--- config.mk ---
export PLATFORM = sky130hd
export DESIGN_NAME = cam_ocram_writer
export DESIGN_NICKNAME = d
export VERILOG_FILES = /design/src/rtl/cam_ocram_pkg.sv /design/src/rtl/cam_pix_pack4.sv /design/src/rtl/cam_ocram_writer.sv
export SDC_FILE = /design/constraint.sdc
export NUM_CORES = 1
export LEC_CHECK = 0
export ABC_AREA = 1
export BUFFER_PORTS_ARGS = -buffer_cell sky130_fd_sc_hd__buf_2
export CAP_MARGIN = 20
export CORE_AREA = 8 8 136 138
export DETAILED_ROUTE_END_ITERATION = 8
export DIE_AREA = 0 0 144 146
export GPL_TIMING_DRIVEN = 0
export PLACE_DENSITY = 0.71
export SYNTH_ARGS = -nofsm -noshare
export SYNTH_HDL_FRONTEND = slang
export SYNTH_HIERARCHICAL = 1
export SYNTH_SLANG_ARGS = --single-unit
export TNS_END_PERCENT = 10
--- constraint.sdc ---
create_clock -name clk -period 2.4 [get_ports clk]
set_clock_uncertainty 0.2 [all_clocks]
set_input_delay 0.48 -clock clk [delete_from_list [all_inputs] [get_ports clk]]
set_output_delay 0.48 -clock clk [all_outputs]
set_load 0.05 [all_outputs]
--- src/rtl/cam_ocram_pkg.sv ---
// Shared constants and state type for the camera-to-OCRAM writer.
// Four RGB565 pixels pack into one 64-bit word of a 512-word ping-pong buffer.
package cam_ocram_pkg;

    localparam int PIX_PER_WORD = 4;
    localparam int HALF_WORDS   = 256;
    localparam int MEM_DEPTH    = 512;

    typedef enum logic [1:0] {
        ST_IDLE     = 2'd0,
        ST_PACK     = 2'd1,
        ST_WAIT_BUF = 2'd2
    } state_t;

endpackage

--- src/rtl/cam_pix_pack4.sv ---
// Four-lane pixel packer: collects pixels into a word and emits it one
// cycle after the word completes or is flushed, with matching byte lanes.
module cam_pix_pack4
    import cam_ocram_pkg::*;
#(
    parameter int PIX_W = 16
) (
    input  logic                              clk,
    input  logic                              reset_n,
    input  logic                              push,
    input  logic                              flush,
    input  logic [PIX_W-1:0]                  pix,
    output logic                              word_last,
    output logic                              wr_valid,
    output logic [PIX_PER_WORD*PIX_W-1:0]     wr_data,
    output logic [PIX_PER_WORD*PIX_W/8-1:0]   wr_be
);

    localparam int CNT_W = $clog2(PIX_PER_WORD);
    localparam int LB    = PIX_W / 8;
    localparam int BE_W  = PIX_PER_WORD * LB;

    logic [PIX_PER_WORD-1:0][PIX_W-1:0] lanes;
    logic [PIX_PER_WORD-1:0][PIX_W-1:0] lanes_nx;
    logic [CNT_W-1:0]                   cnt;
    logic [BE_W-1:0]                    be_nx;

    always_comb begin
        lanes_nx      = lanes;
        lanes_nx[cnt] = pix;
        word_last     = push & (flush | (cnt == CNT_W'(PIX_PER_WORD - 1)));
        be_nx         = '0;
        for (int i = 0; i < PIX_PER_WORD; i++) begin
            if (CNT_W'(i) <= cnt) begin
                be_nx[i*LB +: LB] = '1;
            end
        end
    end

    always_ff @(posedge clk) begin
        if (!reset_n) begin
            lanes    <= '0;
            cnt      <= '0;
            wr_valid <= 1'b0;
            wr_data  <= '0;
            wr_be    <= '0;
        end else begin
            wr_valid <= word_last;
            wr_data  <= word_last ? lanes_nx : '0;
            wr_be    <= word_last ? be_nx : '0;
            if (push) begin
                if (word_last) begin
                    // cleared lanes keep unused slots of a short word at zero
                    lanes <= '0;
                    cnt   <= '0;
                end else begin
                    lanes <= lanes_nx;
                    cnt   <= cnt + 1'b1;
                end
            end
        end
    end

endmodule

--- src/rtl/cam_ocram_writer.sv ---
// Camera pixel stream to ping-pong on-chip RAM writer with host-released
// halves, frame-aligned restart and mid-frame sop error flag.
module cam_ocram_writer #(
    parameter int PIX_W      = 16,
    parameter int ADDR_W     = 9,
    parameter int HALF_WORDS = 256
) (
    input  logic                clk,
    input  logic                reset_n,
    input  logic [PIX_W-1:0]    pix_data,
    input  logic                pix_valid,
    input  logic                pix_sop,
    input  logic                pix_eop,
    output logic                pix_ready,
    output logic [ADDR_W-1:0]   mem_address,
    output logic [PIX_W/2-1:0]  mem_byteenable,
    output logic                mem_chipselect,
    output logic                mem_write,
    output logic [4*PIX_W-1:0]  mem_writedata,
    output logic                half_done,
    output logic                half_id,
    output logic [ADDR_W-1:0]   half_words,
    output logic                half_eop,
    input  logic [1:0]          half_release,
    output logic                err_sop
);

    import cam_ocram_pkg::*;

    localparam int IDX_W = ADDR_W - 1;

    state_t           state;
    state_t           state_nx;
    logic             wait_eop;
    logic             wait_eop_nx;
    logic             fill;
    logic [IDX_W-1:0] widx;
    logic [1:0]       busy;
    logic [1:0]       busy_rel;
    logic [1:0]       busy_nx;
    logic [1:0]       rel_ok;
    logic             accept;
    logic             push;
    logic             flush;
    logic             word_last;
    logic             close;
    logic             wr_q;

    assign accept = pix_valid & pix_ready;
    assign push   = accept & ((state == ST_PACK) | pix_sop);
    assign flush  = push & pix_eop;
    assign close  = word_last & (pix_eop | (widx == IDX_W'(HALF_WORDS - 1)));

    assign mem_write      = wr_q;
    assign mem_chipselect = wr_q;

    cam_pix_pack4 #(
        .PIX_W (PIX_W)
    ) u_pack (
        .clk       (clk),
        .reset_n   (reset_n),
        .push      (push),
        .flush     (flush),
        .pix       (pix_data),
        .word_last (word_last),
        .wr_valid  (wr_q),
        .wr_data   (mem_writedata),
        .wr_be     (mem_byteenable)
    );

    always_comb begin
        pix_ready = 1'b0;
        unique case (1'b1)
            (state == ST_IDLE): pix_ready = ~busy[fill];
            (state == ST_PACK): pix_ready = 1'b1;
            default:            pix_ready = 1'b0;
        endcase
    end

    // a release is dropped on its own half_done cycle or while filling
    always_comb begin
        rel_ok = '0;
        for (int h = 0; h < 2; h++) begin
            rel_ok[h] = half_release[h] & busy[h]
                      & ~(half_done & (half_id == 1'(h)))
                      & ~((state == ST_PACK) & (fill == 1'(h)));
        end
        busy_rel = busy & ~rel_ok;
        busy_nx  = busy_rel;
        if (close) begin
            busy_nx[fill] = 1'b1;
        end
    end

    always_comb begin
        state_nx    = state;
        wait_eop_nx = wait_eop;
        if (close) begin
            if (busy_rel[~fill]) begin
                state_nx    = ST_WAIT_BUF;
                wait_eop_nx = pix_eop;
            end else begin
                state_nx = pix_eop ? ST_IDLE : ST_PACK;
            end
        end else if (push && (state == ST_IDLE)) begin
            state_nx = ST_PACK;
        end else if ((state == ST_WAIT_BUF) && !busy[fill]) begin
            state_nx = wait_eop ? ST_IDLE : ST_PACK;
        end
    end

    always_ff @(posedge clk) begin
        if (!reset_n) begin
            state       <= ST_IDLE;
            wait_eop    <= 1'b0;
            fill        <= 1'b0;
            widx        <= '0;
            busy        <= '0;
            err_sop     <= 1'b0;
            mem_address <= '0;
            half_done   <= 1'b0;
            half_id     <= 1'b0;
            half_words  <= '0;
            half_eop    <= 1'b0;
        end else begin
            state       <= state_nx;
            wait_eop    <= wait_eop_nx;
            busy        <= busy_nx;
            mem_address <= word_last ? {fill, widx} : '0;
            half_done   <= close;
            half_id     <= close & fill;
            half_words  <= close ? ({1'b0, widx} + ADDR_W'(1)) : '0;
            half_eop    <= close & pix_eop;
            if (accept && pix_sop && (state == ST_PACK)) begin
                err_sop <= 1'b1;
            end
            if (word_last) begin
                if (close) begin
                    widx <= '0;
                    fill <= ~fill;
                end else begin
                    widx <= widx + 1'b1;
                end
            end
        end
    end

endmodule

After elaboration in Yosys (flattened, before gate mapping)
Cells that the tools add are included.

Memories kept: 0. Bits in latches: 0. Register bits after elaboration: 175. Bits in read-only memories: 0. Input bits: 23. Logic and storage cells: 102. Bits in writable memories: 0.

Muxes and demuxes: 24. Divide/modulo/power cells: 0. $lt $le $gt $ge: 9. $mul: 0. Equal/unequal tests: 4. Bitwise logic cells: 30. Reduce and logical (&&, ||, !) cells: 13. Add/sub/neg operators: 3. Shift operators: 0.

Operator list (number): 64-bit bitwise mux (1); 64-bit 2-to-1 mux (1); 16-bit demux with 2-bit select (1); 2-bit 2-to-1 mux (10); 1-bit AND (17); 16-bit 2-to-1 mux (1); 8-bit by 1-bit adder with 9-bit output (second input constant) (1); 8-bit by 1-bit adder with 8-bit output (second input constant) (1); 8-bit == test (second input constant) (1); 8-bit 2-to-1 mux (1); 2-bit AND reduction (4); 1-bit 2-to-1 mux (7); 1-bit inverter (7); 1-bit logical AND (6); 2-bit == test (second input constant) (2); 1-bit by 2-bit less-or-equal comparator with 1-bit output (first input constant) (2); 2-bit less-or-equal comparator (first input constant) (2); 1-bit by 2-bit < comparator with 1-bit output (second input constant) (2); 2-bit by 3-bit < comparator with 1-bit output (second input constant) (1); 1-bit OR (3); 3-bit nonzero test (1); 2-bit by 1-bit adder with 2-bit output (second input constant) (1); 2-bit AND (1); 2-bit by 1-bit == test with 1-bit output (second input constant) (1); 8 further kinds (8).

Logic depth before layout (Yosys ltp)
Gate-level depths: netlist of run 1.

Word-level depth: 11. Depth in mapped cells: 17. Depth with buffers taken out: 16.

Modules after synthesis
Netlist of run 1, hierarchy kept.

By module, submodules not included: cam_pix_pack4 (instances 1, area each 5006.1 µm², cells each 647, seq. area each 2702.6 µm²); cam_ocram_writer (instances 1, area each 1431.4 µm², cells each 178, seq. area each 720.7 µm²).

Worst setup path before layout of run 1
Ideal clock, no wire load.

Path type: register -> register. Start point: register fill. End point: register half_words[5]. Slack: -0.111 ns. Period minus slack after synthesis: 2.511 ns. Library setup time: 0.127 ns. Cell stages (with the launch flop): 17. Arrival: 2.184 ns. Path buffers: 2. Cells stage by stage: dfxtp_1 -> inv_1 -> nand2_1 -> nand3_1 -> nand2_1 -> nand2_1 -> nor2_1 -> inv_1 -> nand2_4 -> nand2_1 -> inv_2 -> buf_4 -> nand2_1 -> buf_4 -> nor2_2 -> nor2_2 -> nor2_1.

Cells in the longest elaborated chain, start to end: 11.

RTL lines: start: declaration (RTL line cam_ocram_writer.sv:36) `logic fill;`; start signal: assignment (RTL line cam_ocram_writer.sv:140) `fill <= ~fill;`; 1-bit 2-to-1 mux (implied by the code) (2 in series) (RTL line cam_ocram_writer.sv:74) `(state == ST_IDLE): pix_ready = ~busy[fill];`; 1-bit inverter (RTL line cam_ocram_writer.sv:74); 1-bit case mux with 2 select lines (RTL line cam_ocram_writer.sv:73) `unique case (1'b1)`; named net pix_ready (RTL line cam_ocram_writer.sv:14) `output logic pix_ready,`; 1-bit AND (RTL line cam_ocram_writer.sv:49) `assign accept = pix_valid & pix_ready;`; 1-bit AND (RTL line cam_ocram_writer.sv:50) `assign push = accept & ((state == ST_PACK) | pix_sop);`; 1-bit AND (RTL line cam_ocram_writer.sv:51) `assign flush = push & pix_eop;`; named net flush (RTL line cam_ocram_writer.sv:44) `logic flush;`; 1-bit OR (RTL line cam_pix_pack4.sv:31) `word_last = push & (flush | (cnt == CNT_W'(PIX_PER_WORD - 1)));`; 1-bit AND (RTL line cam_pix_pack4.sv:31); named net word_last (RTL line cam_ocram_writer.sv:45) `logic word_last;`; 1-bit AND (RTL line cam_ocram_writer.sv:52) `assign close = word_last & (pix_eop | (widx == IDX_W'(HALF_WORDS - 1)));`; 2-bit AND reduction (no line); end signal: assignment (RTL line cam_ocram_writer.sv:132) `half_words <= close ? ({1'b0, widx} + ADDR_W'(1)) : '0;`; end: declaration (RTL line cam_ocram_writer.sv:22) `output logic [ADDR_W-1:0] half_words,`.

The timed path passes the listed nets, and every way through them passes these cells. The select of a mux whose other input is x is not followed. A chain may end at the register's enable or synchronous reset.

Final worst setup path of run 1
Start point: register fill. End point: register half_words[5].

Cells in the longest elaborated chain, start to end: 11.

RTL lines (RTL line): 1-bit 2-to-1 mux (implied by the code) (2 in series) (cam_ocram_writer.sv:74); 1-bit inverter (cam_ocram_writer.sv:74); 1-bit case mux with 2 select lines (cam_ocram_writer.sv:73); 1-bit AND (cam_ocram_writer.sv:49); 1-bit AND (cam_ocram_writer.sv:50); 1-bit AND (cam_ocram_writer.sv:51); named net flush (cam_ocram_writer.sv:44); 1-bit OR (cam_pix_pack4.sv:31); 1-bit AND (cam_pix_pack4.sv:31); named net word_last (cam_ocram_writer.sv:45); 1-bit AND (cam_ocram_writer.sv:52); 2-bit AND reduction (no line).

The timed path passes the listed nets, and every way through them passes these cells. The select of a mux whose other input is x is not followed.

==> key figures, run 1 <==
Routing
  • Vias: ~5800
  • 1st-pass router iterations: 7
  • DR WL/cell: approximately 14 µm
  • ANT nets after route: 0
  • Iter 0 DRT Violations: ~570
  • Total routed wirelength: roughly 17000 µm
  • Vias per cell: 4.803
  • DRC: 0

CTS
  • # hold bufs at CTS: 0
  • CTS H-tree lvls: 4
  • # clock sinks: approximately 170
  • Clk buf depth: 2
  • Clock-pin slew on the worst setup and hold paths: approximately 0.06 ns
  • TritonCTS clock tree: done
  • Worst skew pair latency: about 0.44 ns
  • CTS root buf: clkbuf_16
  • Num CTS Buffers: 17

Logic synthesis
  • Avg Inst Size Synth: 7.803 µm²
  • Largest cells by area after synthesis: dfxtp_1 (53%), nand2_1 (19%), a21oi_1 (11%), nor2_1 (2.3%), buf_2 (1.9%)
  • Sequential share of the synthesized area: between 50% and 60%
  • Synth warn: 6
  • FF+latch count, synth: between 150 and 200
  • Distinct cells, synth: 28
  • Syn Inst Count: 825
  • Post-synth top area cell: dfxtp_1
  • Synthesized Nets: about 860
  • Synthesized area: approximately 6400 µm²
  • Area share of the largest cell type after synthesis: between 50% and 60%

Placed design
  • Number of I/O port buffers: between 100 and 150
  • Area after DPL: around 7300 µm²
  • Inst Count DP: around 1200
  • Gp weighted congestion: between 0.8 and 0.9
  • Final HPWL DP: approximately 12000 µm

Critical path
  • Crit-path most repeated cell: nand2_1
  • Critical path type: flip-flop to flip-flop
  • Worst Setup End Kind: flip-flop
  • Bufs and invs on worst path: 5
  • Top delay family on crit path: simple AND/OR/NAND/NOR gates
  • Crit path depth: 16
  • CP Cell Sequence: inv_2 -> nand2_1 -> nand3_1 -> nand2_2 -> nand2_1 -> nor2_1 -> inv_2 -> nand2_4 -> nand2_1 -> inv_2 -> buf_8 -> nand2_1 -> buf_6 -> nor2_4 -> nor2_4 -> nor2_1
  • Slowest stage delay, CP: ~0.37 ns
  • RR Startpoint: fill$_SDFFE_PN0P_
  • Worst setup SP type: flip-flop
  • Slowest cell on crit path: dfxtp_4
  • R2r setup slk: between 0.15 and 0.2 ns
  • Worst Reg2Reg Path Length in Cells: 16
  • FF-to-FF End: half_words[5]$_SDFF_PN0_
  • Worst Setup EP: half_words[5]$_SDFF_PN0_
  • Worst Path Required: between 2 and 3 ns
  • CP startpoint: fill$_SDFFE_PN0P_
  • CP arrival: 2.38 ns
  • Crit-path max FO: 10

GRT
  • First-pass GRT wire length: 27070 µm
  • Overall Global Routing Usage: between 10% and 20%
  • Antenna violations before repair: 0
  • Total gr overflow: 0
  • Largest net degree at the start of global routing: 17
  • Vias in the first global route: 5266

STA
  • Slew Limit Fails: 0
  • Measured slew at the worst slew-check pin: ~0.52 ns
  • Final setup violation count: 0
  • RSZ-0062 raised after global routing: no
  • Tcrit/Tclk final: 92.16%
  • Fmax: between 400 and 500 MHz
  • Slew margin rel.: about two thirds
  • Fin. Hold Viols: 0
  • Final min period: 2.212 ns

Power and ir drop
  • Clock share of power: approximately 45%
  • PwrDens: between 700 and 800 nW/µm²
  • P_sw: ~0.0015 W
  • Internal power: between 0.004 and 0.005 W
  • P_leak: approximately 3.5 nW
  • Max VDD drop: ~0.53 mV
  • Combinational share of power: ~7.3%
  • Total power: around 0.006 W
  • Reg power frac: between 40 and 50%
  • Sw frac: approximately 25%

Floorplanning
  • Initial Utilization: about two fifths
  • Die area: roughly 21000 µm²
  • Row count: 47
  • I/O pin cnt: 120
  • Die Y-Extent: roughly 150 µm
  • Core area: 16290 µm²
  • Die X-Extent: approximately 140 µm

Status
  • Status: complete, no violations

Final layout
  • N_diodes: 0
  • Post-route cell area: between 7000 and 8000 µm²
  • Most frequent cells in the layout: nand2_1 (316), dfxtp_1 (170), buf_2 (144), a21oi_1 (135), nor2_1 (38)
  • Fraction of layout cells with a size suffix above 1: a little under a quarter
  • Syn-to-layout area delta: 23.85%
  • Fill count: ~1600
  • Commonest non-fill, non-tap cell in the layout: nand2_1
  • Fin nets: 997
  • Final cell count without fillers: 1200

Min path
  • Worst min-delay path class: input pin to flip-flop

Run
  • Max-cap check violation count: 0
## how the worst min path moves through the flow
stage | end | from | slack, ns | cells past startpoint
after floorplan | half_words[0]$_SDFF_PN0_ | widx[0]$_SDFFE_PN0P_ | 0.23 | 1
after global placement | u_pack/lanes[31]$_SDFFE_PN0P_ | u_pack/lanes[31]$_SDFFE_PN0P_ | 0.25 | 2
after detailed placement | u_pack/lanes[32]$_SDFFE_PN0P_ | u_pack/lanes[32]$_SDFFE_PN0P_ | 0.26 | 2
after CTS | state[0]$_SDFFE_PN0P_ | pix_eop | 0.15 | 4
after global routing | widx[0]$_SDFFE_PN0P_ | reset_n | 0.17 | 3
final | widx[0]$_SDFFE_PN0P_ | reset_n | 0.16 | 3
## through the flow
step	hold WS (ns)	worst slack, ns	utilization [%]	TNS, ns
floorplan	0.2297	0.04237	-	0
global placement	0.2514	-0.1485	44.88	-1.549
detailed placement	0.2551	-0.1926	44.88	-2.004
CTS	0.1542	0.02045	48.61	0
global route	0.1704	0.01332	48.94	0
finish	0.1626	0.1881	48.94	0
## power by group through the flow
stage / clock, W / sequential [W] / combinational, W
3_3_place_gp: 0 / 0.00296 / 0.000421
2_1_floorplan: 0 / 0.00298 / 0.000268
6_report: 0.00273 / 0.00289 / 0.000441
5_1_grt: 0.00290 / 0.00290 / 0.000483
3_5_place_dp: 0 / 0.00296 / 0.000426
4_1_cts: 0.00278 / 0.00289 / 0.000430
## routing by layer
metal / GRT usage, % / part of all wire (%) / vias to the layer above
met5: 0 / 0 / -
met4: 8.206 / 3.1 / 0
met3: 3.773 / 5.3 / 33
met2: 26.30 / 48 / 161
met1: 20.52 / 43 / 2664
li1: - / - / 2906
## cell usage after synthesis
cell type  count
a21oi_1      136
a21oi_2       11
and2_1         1
buf_1          3
buf_2         25
buf_4         11
buf_6          2
clkbuf_1      11
clkinv_1       1
dfxtp_1      171
ha_1           7
inv_1         33
inv_2          5
nand2_1      318
nand2_2        3
nand2_4        2
nand2_8        1
nand3_1       10
nand3_2        3
nand3_4        1
nand3b_1       1
nand4_1       15
nor2_1        39
nor2_2         3
nor2_4         2
nor3_1         2
o21ai_0        2
xor2_1         6
## layout make-up
cell class,instances,area [µm²],area share (%)
inverters,39,150.1,1.883
clock buffers,18,429.2,5.383
multi-input cells,564,2618,32.83
clock inverters,14,161.4,2.024
flip-flops and latches,171,3427,42.98
well taps,220,275.3,3.453
repair buffers,122,618.1,7.753
plain buffers,52,294.0,3.688
## state kept, by name, summed over array words and instances, names as in the netlist
signal and count:
u_pack/cnt 2, wait_eop 1, busy 2, fill 1
half_done 1, half_eop 1, half_id 1, state 2
half_words 9, u_pack/wr_valid 1, u_pack/lanes 64, err_sop 1
u_pack/wr_data 64, widx 8, u_pack/wr_be 4, mem_address 9
## worst min-delay path, stage by stage
cell	delay [ns]
buf_2	0.15
o21ai_0	0.08
a21oi_1	0.04
## timing repair
item,4_1_cts,5_1_grt
gates resized for setup,4,11
gates cloned,0,1
pin swaps,0,3
endpoints found under the setup margin,13,17
buffers inserted,1,2
## kinds of logic after synthesis
kind of cell / after synthesis / share of synthesized area, %
simple gates: 401 / 25.75
compound gates: 149 / 12.23
flops: 171 / 53.18
xor+xnor: 6 / 0.8163
fa+ha+maj: 7 / 1.360
buf+inv: 91 / 6.667
No activity file was read; power rests on OpenSTA's default activity.
==> inputs of run 2 (changes only) <==
- ABC_AREA: 1 -> unset
- CORE_AREA: 8 8 136 138 -> 8 8 135 137
- CTS_CLUSTER_DIAMETER: unset -> 80
- DIE_AREA: 0 0 144 146 -> 0 0 143 145
==> key figures, run 2 <==
Critical path
  • Worst Setup End Kind: flip-flop
  • Worst Path Required: approximately 2.5 ns
  • Crit path depth: 10
  • Slowest stage delay, CP: approximately 0.36 ns
  • Crit-path most repeated cell: and2_4
  • Top delay family on crit path: simple AND/OR/NAND/NOR gates
  • Bufs and invs on worst path: 0
  • FF-to-FF End: wait_eop$_SDFFE_PN0P_
  • Worst setup SP type: flip-flop
  • Slowest cell on crit path: dfxtp_4
  • Crit-path max FO: 5
  • Worst Reg2Reg Path Length in Cells: 10
  • Critical path type: flip-flop to flip-flop
  • CP arrival: between 2 and 3 ns
  • R2r setup slk: -0.04 ns
  • RR Startpoint: fill$_SDFFE_PN0P_
  • CP Cell Sequence: mux2i_4 -> a21oi_2 -> nor3b_4 -> and2_4 -> or2_4 -> and2_4 -> nand4_1 -> o21ai_2 -> o21ai_1 -> a32o_1

Logic synthesis
  • Synthesized area: approximately 6300 µm²
  • Syn Inst Count: between 600 and 700
  • Number of synthesized flops with an enable pin: 0
  • Sequential share of the synthesized area: 54.43%
  • Post-synth top flop: dfxtp_1
  • Asr flop ratio synth: 0%
  • Top post-synthesis cells by count: dfxtp_1 (171), nor2_1 (90), mux2i_1 (67)
  • Synth warn: 6
  • FF+latch count, synth: 171
  • Avg Inst Size Synth: between 10 and 15 µm²
  • Distinct cells, synth: 45
  • Synthesized Nets: between 600 and 700
  • Area share of the largest cell type after synthesis: 54.43%
  • Most frequent cell after synthesis: dfxtp_1
  • Largest cells by area after synthesis: dfxtp_1 (54%), mux2i_1 (11%), a22oi_1 (5.8%), nor2_1 (5.4%), nor2b_1 (5.2%)
  • Post-synth top area cell: dfxtp_1

Power and ir drop
  • P_sw: 0.001452 W
  • Sw frac: a little under a quarter
  • Reg power frac: a little under half
  • PwrDens: 783.3 nW/µm²
  • Max VDD drop: between 0.4 and 0.5 mV
  • Clock share of power: roughly 47%
  • Total power: around 0.0063 W
  • P_leak: between 3 and 4 nW
  • Internal power: between 0.004 and 0.005 W
  • Combinational share of power: under 10%

GRT
  • Vias in the first global route: ~4800
  • Antenna violations before repair: 0
  • Overall Global Routing Usage: 15.15%
  • Largest net degree at the start of global routing: 17
  • Total gr overflow: 0
  • First-pass GRT wire length: ~25000 µm

CTS
  • Worst skew pair latency: ~0.42 ns
  • # clock sinks: approximately 170
  • CTS root buf: clkbuf_16
  • CTS H-tree lvls: 4
  • TritonCTS clock tree: done
  • Clk buf depth: 2
  • Num CTS Buffers: 17
  • # hold bufs at CTS: 0
  • Clock-pin slew on the worst setup and hold paths: 0.06 ns

STA
  • Fmax: 409.4 MHz
  • Setup TNS Final: -0.1153 ns
  • Fin. Hold Viols: 0
  • Hold Slack: roughly 0.15 ns
  • Final min period: approximately 2.4 ns
  • Final setup violation count: 4
  • Final WS setup: -0.04232 ns
  • Slew margin rel.: 46.22%
  • Measured slew at the worst slew-check pin: roughly 0.81 ns
  • RSZ-0062 raised after global routing: yes
  • Slew Limit Fails: 0
  • Tcrit/Tclk final: 101.8%

Status
  • Status: complete, but fails checks
  • Failing checks: setup timing

Floorplanning
  • Die area: 20740 µm²
  • I/O pin cnt: 120
  • Initial Utilization: between 30% and 40%
  • Die Y-Extent: around 150 µm
  • Core area: between 15000 and 20000 µm²
  • Row count: 47
  • Die X-Extent: 143 µm

Placed design
  • Area after DPL: 7188 µm²
  • Pre-CTS setup slack: -0.6181 ns
  • Number of I/O port buffers: ~120
  • Gp weighted congestion: 0.8130
  • Final HPWL DP: between 10000 and 15000 µm

Min path
  • Hold Path Stages: 3
  • Worst Hold End: err_sop$_SDFFE_PN0P_
  • Worst min-delay path class: input pin to flip-flop
  • Hold Path Origin: pix_valid

Final layout
  • Most frequent cells in the layout: dfxtp_1 (170), buf_2 (123), nor2_1 (89), mux2i_1 (66), nor2b_1 (52)
  • Syn-to-layout area delta: 28.07%
  • N_diodes: 0
  • Post-route cell area: ~8100 µm²
  • Fill count: around 1500
  • Fin nets: between 700 and 800
  • Biggest regs: u_pack/lanes: 64 flops, u_pack/wr_data: 64 flops
  • Commonest non-fill, non-tap cell in the layout: dfxtp_1
  • Fraction of layout cells with a size suffix above 1: 28.15%

Routing
  • 1st-pass router iterations: 5
  • Total routed wirelength: approximately 16000 µm
  • Vias: roughly 4900
  • DRC: 0
  • DR WL/cell: approximately 16 µm
  • Iter 0 DRT Violations: 300
  • ANT nets after route: 0
  • Vias per cell: roughly 4.9

Run
  • Max-cap check violation count: 0
-- run 2: changes by cell type in the layout (fill, tap and decap cells not counted), sizes merged, moves of 6 or more --
cell and change:
a21oi -139, a22oi +49, and2 +18, and3 +10, clkbuf +8, inv -30
mux2i +67, nand2 -311, nand2b +6, nand4 -9, nor2 +45, nor2b +52
xnor2 +6
-- run 2: what timing repair did --
action | CTS | global route
buffers inserted | 13 | 7
cloned | 0 | 0
resized for setup | 17 | 20
endpoints found under the setup margin | 162 | 75
pin swaps | 8 | 8
-- run 2: logic make-up after synthesis --
| group | count (synthesis) | share of synthesized area [%] |
|---|---|---|
| adders and majority gates | 7 | 1.392 |
| xor gates and xnor gates | 7 | 0.9748 |
| AOI/OAI and AO/OA | 80 | 9.728 |
| DFF | 171 | 54.43 |
| and+or+nand+nor | 223 | 18.66 |
| buffers and inverters | 55 | 4.158 |
| muxes | 67 | 10.66 |
-- run 2: layout make-up --
type,count,area (µm²),share of cell area [%]
buffer,46,269.0,3.340
clock buffer,19,442.9,5.499
clock inverter,13,205.2,2.547
inverter,7,26.28,0.3262
multi-input combinational,384,2665,33.08
sequential,171,3427,42.54
tap,220,275.3,3.417
timing repair buffer,138,744.5,9.242
-- run 2: tightest hold or removal path: stages --
cell	delay [ns]
buf_2	0.11
a31oi_1	0.07
nor2_1	0.07
-- run 2: power by group through the flow --
stage	Sequential, W	Clock, W	Combinational (W)
final	0.00289	0.00298	0.000440
after global routing	0.00289	0.00315	0.000475
after CTS	0.00289	0.00304	0.000420
after detailed placement	0.00296	0	0.000395
after global placement	0.00296	0	0.000393
after floorplan	0.00297	0	0.000256
-- run 2: metrics by stage --
step,util [%],cells
2_1_floorplan,-,610
3_3_place_gp,44.45,948
3_5_place_dp,44.45,948
4_1_cts,49.27,992
5_1_grt,49.81,998
6_report,49.81,998
-- run 2: worst max-delay path by stage --
stage,from,end,slack (ns)
finish,fill$_SDFFE_PN0P_,wait_eop$_SDFFE_PN0P_,-0.04
global route,fill$_SDFFE_PN0P_,busy[0]$_SDFF_PN0_,-0.18
CTS,fill$_SDFFE_PN0P_,busy[0]$_SDFF_PN0_,-0.11
detailed placement,fill$_SDFFE_PN0P_,widx[6]$_SDFFE_PN0P_,-0.62
global placement,fill$_SDFFE_PN0P_,widx[6]$_SDFFE_PN0P_,-0.63
floorplan,fill$_SDFFE_PN0P_,wait_eop$_SDFFE_PN0P_,-0.17
-- run 2: layer usage --
layer  wire length, µm  vias to the layer above  part of all wire, %  GRT usage, %
met2              7467                      114                   48         24.67
met1              6838                     2322                   44         17.84
met4               443                        0                  2.8         7.230
li1                  -                     2386                    -             -
met3               942                       28                  6.0         4.429
met5                 0                        -                    0             0
